<file path="config.mk">
export PLATFORM = sky130hd
export DESIGN_NAME = switch_reader
export DESIGN_NICKNAME = d
export VERILOG_FILES = /design/src/rtl/switch_reader_pkg.sv /design/src/rtl/btn_debounce.sv /design/src/rtl/switch_reader.sv
export SDC_FILE = /design/constraint.sdc
export NUM_CORES = 1
export LEC_CHECK = 0
export CAP_MARGIN = 20
export CORE_ASPECT_RATIO = 0.7
export CORE_UTILIZATION = 54
export CTS_CLUSTER_SIZE = 10
export DETAILED_ROUTE_END_ITERATION = 6
export PLACE_DENSITY = 0.89
export SYNTH_ARGS = -nofsm -noshare
export SYNTH_HDL_FRONTEND = slang
export SYNTH_SLANG_ARGS = --single-unit
</file>
<file path="constraint.sdc">
create_clock -name clock -period 5.14 [get_ports clock]
set_clock_uncertainty 0.05 [all_clocks]
set_input_delay 1.542 -clock clock [delete_from_list [all_inputs] [get_ports clock]]
set_output_delay 1.542 -clock clock [all_outputs]
set_load 0.01 [all_outputs]
</file>
<file path="src/rtl/switch_reader_pkg.sv">
// rtl/switch_reader_pkg.sv - shared IO decode constants for the switch reader
package switch_reader_pkg;

    // CPU-visible register selector on switchAddr
    typedef enum logic [1:0] {
        SW_ADDR_SNAP_LO = 2'b00,
        SW_ADDR_SNAP_HI = 2'b01,
        SW_ADDR_LIVE    = 2'b10,
        SW_ADDR_STATUS  = 2'b11
    } sw_addr_e;

    // Bit positions inside the status word
    localparam int ST_READY   = 0;
    localparam int ST_OVERRUN = 1;

    // Status word: flags in the low bits, everything else zero
    function automatic logic [15:0] status_word(input logic ready, input logic overrun);
        logic [15:0] w;
        w = 16'h0000;
        w[ST_READY]   = ready;
        w[ST_OVERRUN] = overrun;
        return w;
    endfunction

endpackage

</file>
<file path="src/rtl/btn_debounce.sv">
// rtl/btn_debounce.sv - push-button synchronizer, debouncer and press pulse
module btn_debounce
    import switch_reader_pkg::*;
#(
    parameter int DEBOUNCE_CNT = 500000,
    parameter int CNT_W        = 20
) (
    input  logic clock,
    input  logic reset,
    input  logic btn_i,
    output logic press_o
);

    logic [1:0]       sync_q;
    logic [CNT_W-1:0] cnt_q;
    logic [CNT_W-1:0] cnt_d;
    logic             level_q;
    logic             level_d;
    logic             prev_q;

    // Two-stage synchronizer, debounce state and one-cycle-delayed level
    always_ff @(posedge clock or posedge reset) begin
        if (reset) begin
            sync_q  <= 2'b00;
            cnt_q   <= '0;
            level_q <= 1'b0;
            prev_q  <= 1'b0;
        end else begin
            sync_q  <= {sync_q[0], btn_i};
            cnt_q   <= cnt_d;
            level_q <= level_d;
            prev_q  <= level_q;
        end
    end

    // Count consecutive cycles that disagree with the accepted level; any agreement restarts
    always_comb begin
        cnt_d   = '0;
        level_d = level_q;
        if (sync_q[1] != level_q) begin
            if (cnt_q == CNT_W'(DEBOUNCE_CNT - 1)) begin
                level_d = sync_q[1];
            end else begin
                cnt_d = cnt_q + 1'b1;
            end
        end
    end

    assign press_o = level_q & ~prev_q;

endmodule

</file>
<file path="src/rtl/switch_reader.sv">
// rtl/switch_reader.sv - board switch MMIO reader with debounced snapshot on submit
module switch_reader
    import switch_reader_pkg::*;
#(
    parameter int DEBOUNCE_CNT = 500000,
    parameter int CNT_W        = 20
) (
    input  logic        clock,
    input  logic        reset,
    input  logic        SwitchCtrl,
    input  logic        ioRead,
    input  logic [1:0]  switchAddr,
    input  logic [23:0] switches,
    input  logic        submit,
    output logic [15:0] read_data,
    output logic        pending
);

    logic [23:0] sw_sync_q;
    logic [23:0] live_q;
    logic [23:0] snap_q;
    logic [23:0] snap_d;
    logic        ready_q;
    logic        ready_d;
    logic        overrun_q;
    logic        overrun_d;
    logic        press;
    logic        consume;

    btn_debounce #(
        .DEBOUNCE_CNT (DEBOUNCE_CNT),
        .CNT_W        (CNT_W)
    ) u_debounce (
        .clock   (clock),
        .reset   (reset),
        .btn_i   (submit),
        .press_o (press)
    );

    assign consume = SwitchCtrl && ioRead && (switchAddr == SW_ADDR_SNAP_LO);

    // Switch synchronizer plus snapshot and flag registers
    always_ff @(posedge clock or posedge reset) begin
        if (reset) begin
            sw_sync_q <= '0;
            live_q    <= '0;
            snap_q    <= '0;
            ready_q   <= 1'b0;
            overrun_q <= 1'b0;
        end else begin
            sw_sync_q <= switches;
            live_q    <= sw_sync_q;
            snap_q    <= snap_d;
            ready_q   <= ready_d;
            overrun_q <= overrun_d;
        end
    end

    // A press captures; a simultaneous consuming read only clears the stale overrun
    always_comb begin
        snap_d    = snap_q;
        ready_d   = ready_q;
        overrun_d = overrun_q;
        if (press) begin
            snap_d    = live_q;
            ready_d   = 1'b1;
            overrun_d = consume ? 1'b0 : (overrun_q | ready_q);
        end else if (consume) begin
            ready_d   = 1'b0;
            overrun_d = 1'b0;
        end
    end

    // Zero-latency read mux; the CPU samples the pre-edge value
    always_comb begin
        read_data = 16'h0000;
        if (SwitchCtrl && ioRead) begin
            case (sw_addr_e'(switchAddr))
                SW_ADDR_SNAP_LO: read_data = snap_q[15:0];
                SW_ADDR_SNAP_HI: read_data = {8'h00, snap_q[23:16]};
                SW_ADDR_LIVE:    read_data = live_q[15:0];
                SW_ADDR_STATUS:  read_data = status_word(ready_q, overrun_q);
                default:         read_data = 16'h0000;
            endcase
        end
    end

    assign pending = ready_q;

endmodule

</file>
Word-level counts from Yosys, hierarchy flattened --
Cells that the tools add are included.
Storage, ports and cells: flip-flop bits (word level) 98, bits in latches 0, memory bits (writable) 0, ROM bits 0, bits of input ports 31, output and inout port bits 17, logic and storage cells 31, memories 0
Operators by class: $add $sub $neg 1, multiply operators 0, div/mod/pow operators 0, order comparisons 0, equal/unequal tests 5, shift operators 0, muxes and demuxes 8, bitwise gates (word level) 3, reductions and logical operators 5
Operators by type and width (count):
- $pmux 16 s4 | 1
- $mux 20 | 2
- $add 20x1->20 const B | 1
- $eq 20x19->1 const B | 1
- $mux 16 | 1
- $eq 2x2->1 const B | 2
- $mux 1 | 4
- $eq 2x1->1 const B | 1
- $logic_and 1x1->1 | 2
- $logic_not 2->1 | 1
- $reduce_and 2->1 | 1
- $reduce_bool 2->1 | 1
- $and 1x1->1 | 1
- $ne 1x1->1 | 1
- $not 1->1 | 1
- $or 1x1->1 | 1

Longest topological paths before layout --
word-level depth 4, depth in mapped cells 6, gate-level depth less buffers 5

Hierarchy --
Synthesis repeated with hierarchy kept, for this count alone.
Unflattened totals: cells, all modules 272, area total of the unflattened synthesis 3753.6 um2
By module, submodules not included:
- switch_reader | times used 1, cells each 158, area each 2570.0 um2, sequential area each 1851.8 um2
- btn_debounce | times used 1, cells each 114, area each 1183.6 um2, sequential area each 600.6 um2

Worst setup path after synthesis --
Ideal clock, no wire load.
path kind input -> output, start point in switchAddr[1], end point out read_data[10], arrival time 2.548 ns, required time 3.548 ns, slack 1.000 ns, stages on the path 4, path buffers 2, cell sequence clkbuf_1 -> clkbuf_1 -> mux2i_1 -> nor2_1
Between the ends: longest elaborated chain between the ends 3, elaborated cells between the ends (all ways) 6, classes of those cells eq/ne: 3; mux: 2; reduce/logical: 1
Ends and longest elaborated chain:
- start, declared | RTL line switch_reader.sv:12 | input logic [1:0] switchAddr,
- $eq 2x2->1 (tied with other cells) | RTL line switch_reader.sv:78 | case (sw_addr_e'(switchAddr))
- $pmux 16 s4 * | RTL line switch_reader.sv:78
- $mux 16 * | RTL line switch_reader.sv:77 | if (SwitchCtrl && ioRead) begin
- end, declared | RTL line switch_reader.sv:15 | output logic [15:0] read_data,
Mark *: on every way between the ends. The rest lies on a longest branch, timed or not.

Worst setup path in the final report --
start point in switchAddr[0], end point out read_data[0]
The elaborated chain is that of the path after synthesis.

==> metrics.yaml <==
status:
  status: "completed"
global_route:
  gr-max-usage-layer: "met2"
  grt.overflow.total: 0
  use_met1_pct: 29.9
  antenna_found_initial: 0
  first_global_vias: 2277
  grt_pass1_wl_mm: 11.2
  use_met2_pct: 31.4
  grt_max_degree: 71
  track_usage_pct: 21.1
  grt_use_met3_pct: 5.83
placed_design:
  place_hpwl_mm: 4.54
  portBuffers: 47
  place_congestion: 0.848
  place_inst: 407
floorplan:
  die_w_um: 100
  core_um2: 6370
  ios: 48
  start_util_pct: 57.4
  die_y_um: 70.8
  die_area_um2: 7110
  num_rows: 24
sta:
  rsz0062_at_grt: "no"
  slew_headroom_pct: 45.3
  period_needed_ns: 4.90
  post-route-period-util_pct: 95.2
  slew_violations: 0
  fmax_mhz: 204
  fin_tns_setup_ns: 0
  final_hold_viol_count: 0
  setup_viol: 0
  worst_pin_slew_ns: 0.821
synth:
  synth_most_common_cell: "dfrtp_1"
  synth.area.top_cells: "dfrtp_1, mux2_2, nor2_1"
  yosys_warnings: 0
  netlist_top_cells_count: "dfrtp_1, nor2_1, mux2_2, mux2i_1, xnor2_1"
  synth_compound_area_share_pct: 2.16
  netlist_instances: 272
  syn-num-nets: 304
  synth_top_family_by_area: "multiplexers"
  async_flop_share_pct: 100
  syn_avg_cell_area_um2: 13.4
  seq_area_frac_synth_pct: 67.1
  syn_area_um2: 3650
  synth_area_leader_cell: "dfrtp_1"
  synth_simple_gate_area_share_pct: 11.7
  synthAdderAreaFrac_pct: 0.342
  synth_xor_area_share_pct: 3.83
  ys.flop_type: "dfrtp_1"
  synth_edf_count: 0
  synth_mux_area_share_pct: 13.0
  yosysUniqueCellTypes: 30
  ys_ff_latch: 98
  synth.top_cell.area_share_pct: 67.1
cts:
  clkTransAtPathRegs_ns: 0.09
  clkLatencyLatePin_ns: 0.36
  cts_setup_buffers: 0
  cts_resized: 0
  cts_tree: "built"
  cts_root_buf: "clkbuf_8"
  cts-buffers-inserted: 9
  cts_buffer_depth: 2
  htreeDepth: 3
  cts_hold_buf: 0
  cts.sinks: 98
routing:
  vias_per_cell: 5.22
  routedWlPerCell_um: 15.7
  num_vias: 2213
  dr.pass1.iters: 4
  ant_nets: 0
  drt_iter0_drc: 133
  finalWirelength_mm: 6.64
  drc: 0
critical_path:
  critical_path_arrival_ns: 3.30
  cp_max_fo: 6
  crit_required_ns: 3.55
  start_kind: "input pin"
  crit_type: "in -> out"
  crit_path_end_kind: "output pin"
power_and_ir_drop:
  p_leak_nw: 2.00
  p_per_area_nw_per_um2: 308
  ir_drop_mv: 0.175
final_layout:
  fin_cells: 424
  drive_above_1_share_pct: 16.2
  final_util_pct: 70.3
  n_antenna_cell: 0
  fin_nets: 360
  area_growth_pct: 22.5
flow_run:
  max-cap-violations: 0
min_path:
  hold_class: "reg -> reg"
-- cell type report --
cell class	instances	area, um^2
flip-flops and latches	98	2450
fillers	464	1890
multi-input cells	158	1140
repair buffers	55	543
clock buffers	13	159
well taps	91	114
clock inverters	3	47.5
inverters	6	25.0
-- state kept, by name, indices dropped and copies added (netlist names), 2 cells and up --
signal and cells:
u_debounce.cnt_q 20, snap_q 24, sw_sync_q 24, live_q 24, u_debounce.sync_q 2
-- critical path: stages --
cell and delay, ns:
clkdlybuf4s50_1 0.62, mux4_2 0.53, nor2b_1 0.14, clkdlybuf4s50_1 0.47
-- path summary, 6_finish.rpt --
path                       cells past startpoint                     startpoint                              to  slack [ns]
setup / recovery                               4                  switchAddr[0]                    read_data[0]        0.24
hold / removal                                 0         sw_sync_q[5]$_DFF_PP0_             live_q[5]$_DFF_PP0_        0.30
setup reg to reg                               5  u_debounce.cnt_q[0]$_DFF_PP0_  u_debounce.cnt_q[18]$_DFF_PP0_        3.02
hold reg to reg                                0         sw_sync_q[5]$_DFF_PP0_             live_q[5]$_DFF_PP0_        0.30
max in group asynchronous                      3                          reset             live_q[6]$_DFF_PP0_        2.67
min in group asynchronous                      2                          reset         sw_sync_q[10]$_DFF_PP0_        1.66
-- stage by stage --
step / total power (W) / setup WS, ns / hold WS (ns) / cell area (um^2)
finish: 0.00138 / 0.244 / 0.301 / 4480
global route: 0.00143 / 0.113 / 0.309 / 4480
CTS: 0.00139 / 0.217 / 0.305 / 4470
detailed placement: 0.000893 / 0.218 / 0.285 / 4260
global placement: 0.000890 / 0.290 / 0.281 / 4260
floorplan: 0.000849 / 0.986 / 0.281 / 3650
-- logic make-up (layout without fill, tap and decap cells) --
| logic type | after synthesis | in the layout |
|---|---|---|
| mux | 42 | 42 |
| flops | 98 | 98 |
| fa+ha+maj | 1 | 1 |
| xor+xnor | 16 | 16 |
| simple gates | 85 | 85 |
| buf+inv | 16 | 77 |
| compound gates | 14 | 14 |
-- per-layer routing --
layer  vias up  share of wire, %  wire [um]
li1       1038                 -          -
met1      1097                48       3160
met2        65                46       3040
met3        13               4.9        327
met4         0               1.7        112
met5         -                 0          0
-- cell usage in the layout, fill, tap and decap left out, drive strengths merged, types with 2 or more instances in the layout --
cell type,Yosys,final
a21oi,9,9
buf,4,8
clkbuf,6,13
clkdlybuf4s50,0,47
clkinv,0,2
dfrtp,98,98
inv,6,6
mux2,25,25
mux2i,15,15
mux4,2,2
nand2,7,7
nand3,7,7
nand4,7,7
nor2,41,41
nor2b,3,3
nor3,6,6
nor4,4,4
nor4b,3,3
o21ai,3,3
or3,3,3
xnor2,13,13
xor2,3,3
-- power by group --
group / internal, W / switching [W] / leakage [nW]
clock: 0.000254 / 0.000247 / 0.104
combinational: 0.0000380 / 0.0000353 / 0.646
sequential: 0.000793 / 0.0000114 / 1.25
total: 0.00108 / 0.000293 / 2.00
Note: power is estimated with default switching activity, not from simulation.
